--- src/rtl/param_fifo.sv ---
// ============================================================================
//  Module   : param_fifo
//  Purpose  : Single-clock parameterised FIFO with occupancy counter, level
//             flags, sticky overflow/underflow and optional show-ahead read.
//  Revision : 1.0  initial release
// ============================================================================
`default_nettype none

module param_fifo #(
    parameter int Width            = 8,
    parameter int Depth            = 8,
    parameter int AlmostFullLevel  = Depth - 2,
    parameter int AlmostEmptyLevel = 2,
    parameter int ShowAhead        = 0
) (
    input  logic                     clock,
    input  logic                     reset,
    input  logic [Width-1:0]         cData,
    input  logic                     cPush,
    input  logic                     cPop,
    input  logic                     cClearErr,
    output logic [Width-1:0]         hData,
    output logic                     hFull,
    output logic                     hEmpty,
    output logic                     hAlmostFull,
    output logic                     hAlmostEmpty,
    output logic [$clog2(Depth):0]   hCount,
    output logic                     hOverflow,
    output logic                     hUnderflow
);

    localparam int                 c_PTR_W = $clog2(Depth);
    localparam int                 c_CNT_W = c_PTR_W + 1;
    localparam logic [c_CNT_W-1:0] c_DEPTH = c_CNT_W'(Depth);
    localparam logic [c_CNT_W-1:0] c_AF    = c_CNT_W'(AlmostFullLevel);
    localparam logic [c_CNT_W-1:0] c_AE    = c_CNT_W'(AlmostEmptyLevel);

    logic [Width-1:0]   r_mem [Depth];
    logic [c_PTR_W-1:0] r_wrPtr;
    logic [c_PTR_W-1:0] r_rdPtr;
    logic [c_CNT_W-1:0] r_count;
    logic               r_overflow;
    logic               r_underflow;

    logic w_full;
    logic w_empty;
    logic w_push;
    logic w_pop;

    assign w_full  = (r_count == c_DEPTH);
    assign w_empty = (r_count == '0);
    // A pop frees a slot on the same edge, so a full FIFO can still take a push.
    assign w_push  = cPush && (!w_full || cPop);
    assign w_pop   = cPop && !w_empty;

    assign hFull        = w_full;
    assign hEmpty       = w_empty;
    assign hAlmostFull  = (r_count >= c_AF);
    assign hAlmostEmpty = (r_count <= c_AE);
    assign hCount       = r_count;
    assign hOverflow    = r_overflow;
    assign hUnderflow   = r_underflow;

    always_ff @(posedge clock) begin
        if (reset && w_push) begin
            r_mem[r_wrPtr] <= cData;
        end
    end

    always_ff @(posedge clock) begin
        if (!reset) begin
            r_wrPtr     <= '0;
            r_rdPtr     <= '0;
            r_count     <= '0;
            r_overflow  <= 1'b0;
            r_underflow <= 1'b0;
        end else begin
            if (w_push) begin
                r_wrPtr <= r_wrPtr + c_PTR_W'(1);
            end
            if (w_pop) begin
                r_rdPtr <= r_rdPtr + c_PTR_W'(1);
            end
            if (w_push && !w_pop) begin
                r_count <= r_count + c_CNT_W'(1);
            end else if (w_pop && !w_push) begin
                r_count <= r_count - c_CNT_W'(1);
            end
            // A new error in the same cycle wins over the clear request.
            if (cPush && w_full && !cPop) begin
                r_overflow <= 1'b1;
            end else if (cClearErr) begin
                r_overflow <= 1'b0;
            end
            if (cPop && w_empty) begin
                r_underflow <= 1'b1;
            end else if (cClearErr) begin
                r_underflow <= 1'b0;
            end
        end
    end

    generate
        if (ShowAhead != 0) begin : g_show_ahead
            assign hData = r_mem[r_rdPtr];
        end else begin : g_registered
            logic [Width-1:0] r_data;
            always_ff @(posedge clock) begin
                if (!reset) begin
                    r_data <= '0;
                end else if (w_pop) begin
                    r_data <= r_mem[r_rdPtr];
                end
            end
            assign hData = r_data;
        end
    endgenerate

endmodule

`default_nettype wire

--- config.mk ---
export PLATFORM = sky130hd
export DESIGN_NAME = param_fifo
export DESIGN_NICKNAME = d
export VERILOG_FILES = /design/src/rtl/param_fifo.sv
export SDC_FILE = /design/constraint.sdc
export NUM_CORES = 1
export LEC_CHECK = 0
export CORE_UTILIZATION = 51
export DETAILED_ROUTE_END_ITERATION = 10
export MAX_ROUTING_LAYER = met4
export PLACE_DENSITY_LB_ADDON = 0.15
export SETUP_SLACK_MARGIN = 0.3
export SYNTH_ARGS = -nofsm -noshare
export SYNTH_HDL_FRONTEND = slang
export SYNTH_SLANG_ARGS = --single-unit
--- constraint.sdc ---
create_clock -name clock -period 2.3 [get_ports clock]
set_input_delay 0.345 -clock clock [delete_from_list [all_inputs] [get_ports clock]]
set_output_delay 0.345 -clock clock [all_outputs]
set_load 0.01 [all_outputs]
After elaboration in Yosys (flattened, before gate mapping)
Memories as Yosys holds them, arrays and structs flattened. A register that Yosys moved wholly into a read port is not among the register bits.
Index checks and enable logic that the tools add are counted.
- equal/unequal tests: 1
- add/subtract/negate cells: 4
- mux-type cells: 7
- reductions and logical operators: 19
- order comparisons: 2
- operators by type and width (kind ; number):
    $logic_and 1x1->1 ; 8
    $mux 4 ; 2
    $add 3x1->3 const B ; 2
    $logic_not 1->1 ; 6
    $reduce_bool 2->1 ; 3
    $mux 1 ; 5
    $add 4x1->4 const B ; 1
    $eq 4x4->1 const B ; 1
    $ge 4x3->1 const B ; 1
    $le 4x2->1 const B ; 1
    $logic_not 4->1 ; 1
    $sub 4x1->4 const B ; 1
    $logic_or 1x1->1 ; 1
- output and inout port bits: 18
- bits of input ports: 13
- word-level logic and storage cells: 39
- bits in writable memories: 64
- memories kept: 1
- register bits: 12
- memories (memory ; words ; bits a word ; rd ports ; clocked after Yosys merged registers in ; wr ports ; line ; text):
    r_mem ; 8 ; 8 ; 1 ; 1 ; 1 ; 38 ; logic [Width-1:0] r_mem [Depth];

Depth between registers and ports, before layout
- depth in word-level cells: 8
- mapped depth: 10
- mapped depth without buffers: 10

Worst setup path after synthesis
Ideal clock, no wire load.
- kind: register -> register
- start point: register r_count[0] (netlist: hCount[0])
- end point: register r_count[3] (netlist: hCount[3])
- library setup time: 0.072 ns
- path buffers: 0
- data arrival time: 2.486 ns
- path slack: -0.258 ns
- clock period less this slack: 2.558 ns
- stages on the path, launching flop included: 11
- data required time: 2.228 ns
- cell sequence: dfxtp_1 > or4b_4 > o21ai_4 > inv_2 > ha_1 > inv_1 > ha_1 > a21oi_1 > a211oi_1 > a31oi_1 > mux2i_1
- cells in the longest elaborated chain, start to end: 7
- elaborated cells between the ends (all ways): 16
- classes of those cells: add/sub: 2; eq/ne: 1; mux: 2; reduce/logical: 11
- RTL lines (what ; line ; text):
    start: declaration ; 41 ; logic [c_CNT_W-1:0] r_count;
    start signal: assignment ; 85 ; r_count <= r_count + c_CNT_W'(1);
    start signal: assignment ; 87 ; r_count <= r_count - c_CNT_W'(1);
    $eq 4x4->1 * ; 50 ; assign w_full = (r_count == c_DEPTH);
    $logic_not 1->1 * ; 53 ; assign w_push = cPush && (!w_full || cPop);
    $logic_or 1x1->1 * ; 53 ;
    $logic_and 1x1->1 * ; 53 ;
    named net w_push ; 47 ; logic w_push;
    $logic_not 1->1 ; 86 ; end else if (w_pop && !w_push) begin
    $logic_and 1x1->1 ; 86 ;
    $reduce_bool 2->1 (no source line) ; - ;
The timed path passes the listed nets; every way through them passes the cells marked *. The select of a mux whose other input is x is not followed.
A chain may end at the register's enable or synchronous reset.

Final worst setup path
- start point: register r_count[1] (netlist: hCount[1])
- end point: register r_count[3] (netlist: hCount[3])
Same word-level chain as after synthesis.

==> metrics.txt <==
result of the run finished, final reports clean; slew of the pin with the lowest slew margin 0.424 ns; starting utilization of the core area 0.526; worst voltage drop across the vdd grid 0.675 mV; Tcrit/Tclk final 0.981; DR WL/cell 18.9 um; mean number of vias per cell 5.61; final max-slew violation count 0; number of flops mapped to enable cells by yosys 64; number of DRC markers after the initial detailed-route iteration 130; peak clock frequency supported by timing 443 MHz; most used flip-flop cell after synthesis edfxtp_1; register clock-pin slew on the reported worst setup and hold paths 0.08 ns; setup repair after global routing missed its margin true; FILL cells 462; total length of routed wires 6490 um; flip-flop and latch count after synthesis 84; number of search-and-repair iterations in the first detailed-routing pass 4; final hold vios 0; remaining antenna violation count 0; die extent in x 82.7 um; count of boundary I/O pins 31; IO Port Bufs 30; maximum number of pins on one net before global-route repair 25; WHS 0.514 ns; nets in the synthesized netlist 221; worst clock skew 0.00856 ns; gp weighted congestion 0.821; via count of the first global-routing pass 1818; Required @ worst endpoint 2.56 ns; detailed placement HPWL 3980 um; initial antenna violation count 0; netlist area before placement 3320 sq um; DRC 0; crit start category register; maximum capacitance violations 0; Area growth syn-to-layout 27.9%; gate count of the mapped netlist 202; Final Net Count 280; uppermost layer routed met4; sum of routed wire segments on met1 2680 um; worst min-delay path category register to register; pwr dens 1010 nW/um^2; utilization after layout 0.673; leading cell types by count after synthesis edfxtp_1 (64), dfxtp_1 (20), mux4_2 (16); clk sink count 84; die height 82.7 um; Die Footprint 6840 sq um; sequential area share after synthesis 0.699; count leader, synth edfxtp_1; count of final setup violators 0; number of placement rows 29; proportion of register bits with asynchronous set or reset after synthesis 0; Total GRT Usage 0.211; first-pass GRT wire length 9520 um; proportion of netlist area held by the largest area contributor 0.578; static leakage 1.46 nW; met2 routed WL 3450 um; CP Capture Type register; grt ovf 0; Mapped Avg Cell Area 16.5 sq um; Synth area leaders edfxtp_1 (58%), dfxtp_1 (12%), mux4_2 (11%); DR WL met3 273 um; largest fanout of any net on the critical path 4; classification of the worst setup path register to register; clock insertion delay at the later pin of the skew report 0.33 ns; worst endpoint data arrival time 2.52 ns; CTS Buffer Depth 2; largest area contributor in the synthesized netlist edfxtp_1; clock period minus final worst setup slack 2.26 ns; TritonCTS clock tree done; CTS root buf clkbuf_8; H-tree levels 3; cts bufs inserted 9; number of vias after detailed routing 1923; total of warnings raised by yosys 0; layout cell share with drive strength beyond 1 0.312; count of distinct cell types in the synthesized netlist 35; # diodes 0; area of the core region 6310 sq um; tightest slew margin relative to the limit 0.717
-- placed cells by master (no fill, tap or decap), types with 3 or more instances in the layout --
cell type / count
o22ai_1: 8
edfxtp_1: 64
o21ai_0: 8
nor2b_1: 6
ha_1: 3
clkbuf_8: 11
nand2_1: 8
buf_6: 4
mux2i_1: 3
buf_4: 21
and2_1: 5
clkdlybuf4s50_1: 27
nor2_1: 10
mux4_2: 16
xnor2_1: 4
dfxtp_1: 16
-- per-layer routing --
layer  track usage  vias to the layer above
met5             -                        -
met1         0.255                      959
met2         0.348                       52
met4        0.0931                        0
li1              -                      903
met3        0.0374                        9
-- layout make-up --
cell class | instances | area [sq um] | area share
sequential | 84 | 2330 | 0.549
inverter | 4 | 20.0 | 0.00471
clock buffer | 11 | 151 | 0.0356
multi-input combinational | 105 | 1060 | 0.250
tap | 77 | 96.3 | 0.0227
timing repair buffer | 57 | 529 | 0.125
clock inverter | 5 | 57.6 | 0.0135
-- per-stage QoR --
step                setup TNS, ns  worst slack (ns)  instance area, sq um  std cells  total power, mW
floorplan                 -0.0242           -0.0242                  3360        202             2.68
global placement                0            0.0791                  3850        317             3.11
detailed placement        -0.0344           -0.0344                  3850        317             3.16
CTS                             0            0.0369                  4150        339             4.30
global route              -0.0382           -0.0382                  4250        343             4.52
finish                          0            0.0431                  4250        343             4.28
-- logic make-up after synthesis --
family,count (synthesis),synth area share
xor+xnor,5,0.0132
mux,19,0.117
compound gates,29,0.0584
flops,84,0.699
buf+inv,13,0.0154
fa+ha+maj,6,0.0248
simple gates,46,0.0719
-- critical path: stages (launching register included) --
cell	delay (ns)
dfxtp_2	0.33
or4b_4	0.55
o21ai_4	0.16
inv_2	0.07
ha_4	0.17
inv_4	0.07
ha_4	0.21
a21oi_4	0.16
a211oi_2	0.08
a31oi_1	0.19
mux2i_1	0.20
-- sequential cells by signal, indices dropped and copies added (netlist names) --
signal / cells
r_mem: 64
hData: 8
hCount: 4
r_rdPtr: 3
r_wrPtr: 3
hOverflow: 1
hUnderflow: 1
-- where the power goes --
part | internal, mW | switching, mW | leakage (nW)
combinational | 0.751 | 0.632 | 0.602
clock | 0.563 | 0.497 | 0.110
sequential | 1.77 | 0.0704 | 0.745
total | 3.08 | 1.20 | 1.46
-- final timing paths --
check	startpoint	endpoint	slack (ns)	depth (start not counted)
worst min register to register	hData[5]	hData[5]	0.51	2
worst max register to register	hCount[1]	hCount[3]	0.04	10
worst max-delay path	hCount[1]	hCount[3]	0.04	10
worst min-delay path	hData[5]	hData[5]	0.51	2
-- what timing repair did --
item                                    in CTS  in global routing
resized for setup                           13                 20
endpoints found under the setup margin       6                 17
hold buffers                                 0                  0
pin swaps                                    4                  3
buffers inserted                             6                  4
(Power assumes the default switching activity.)
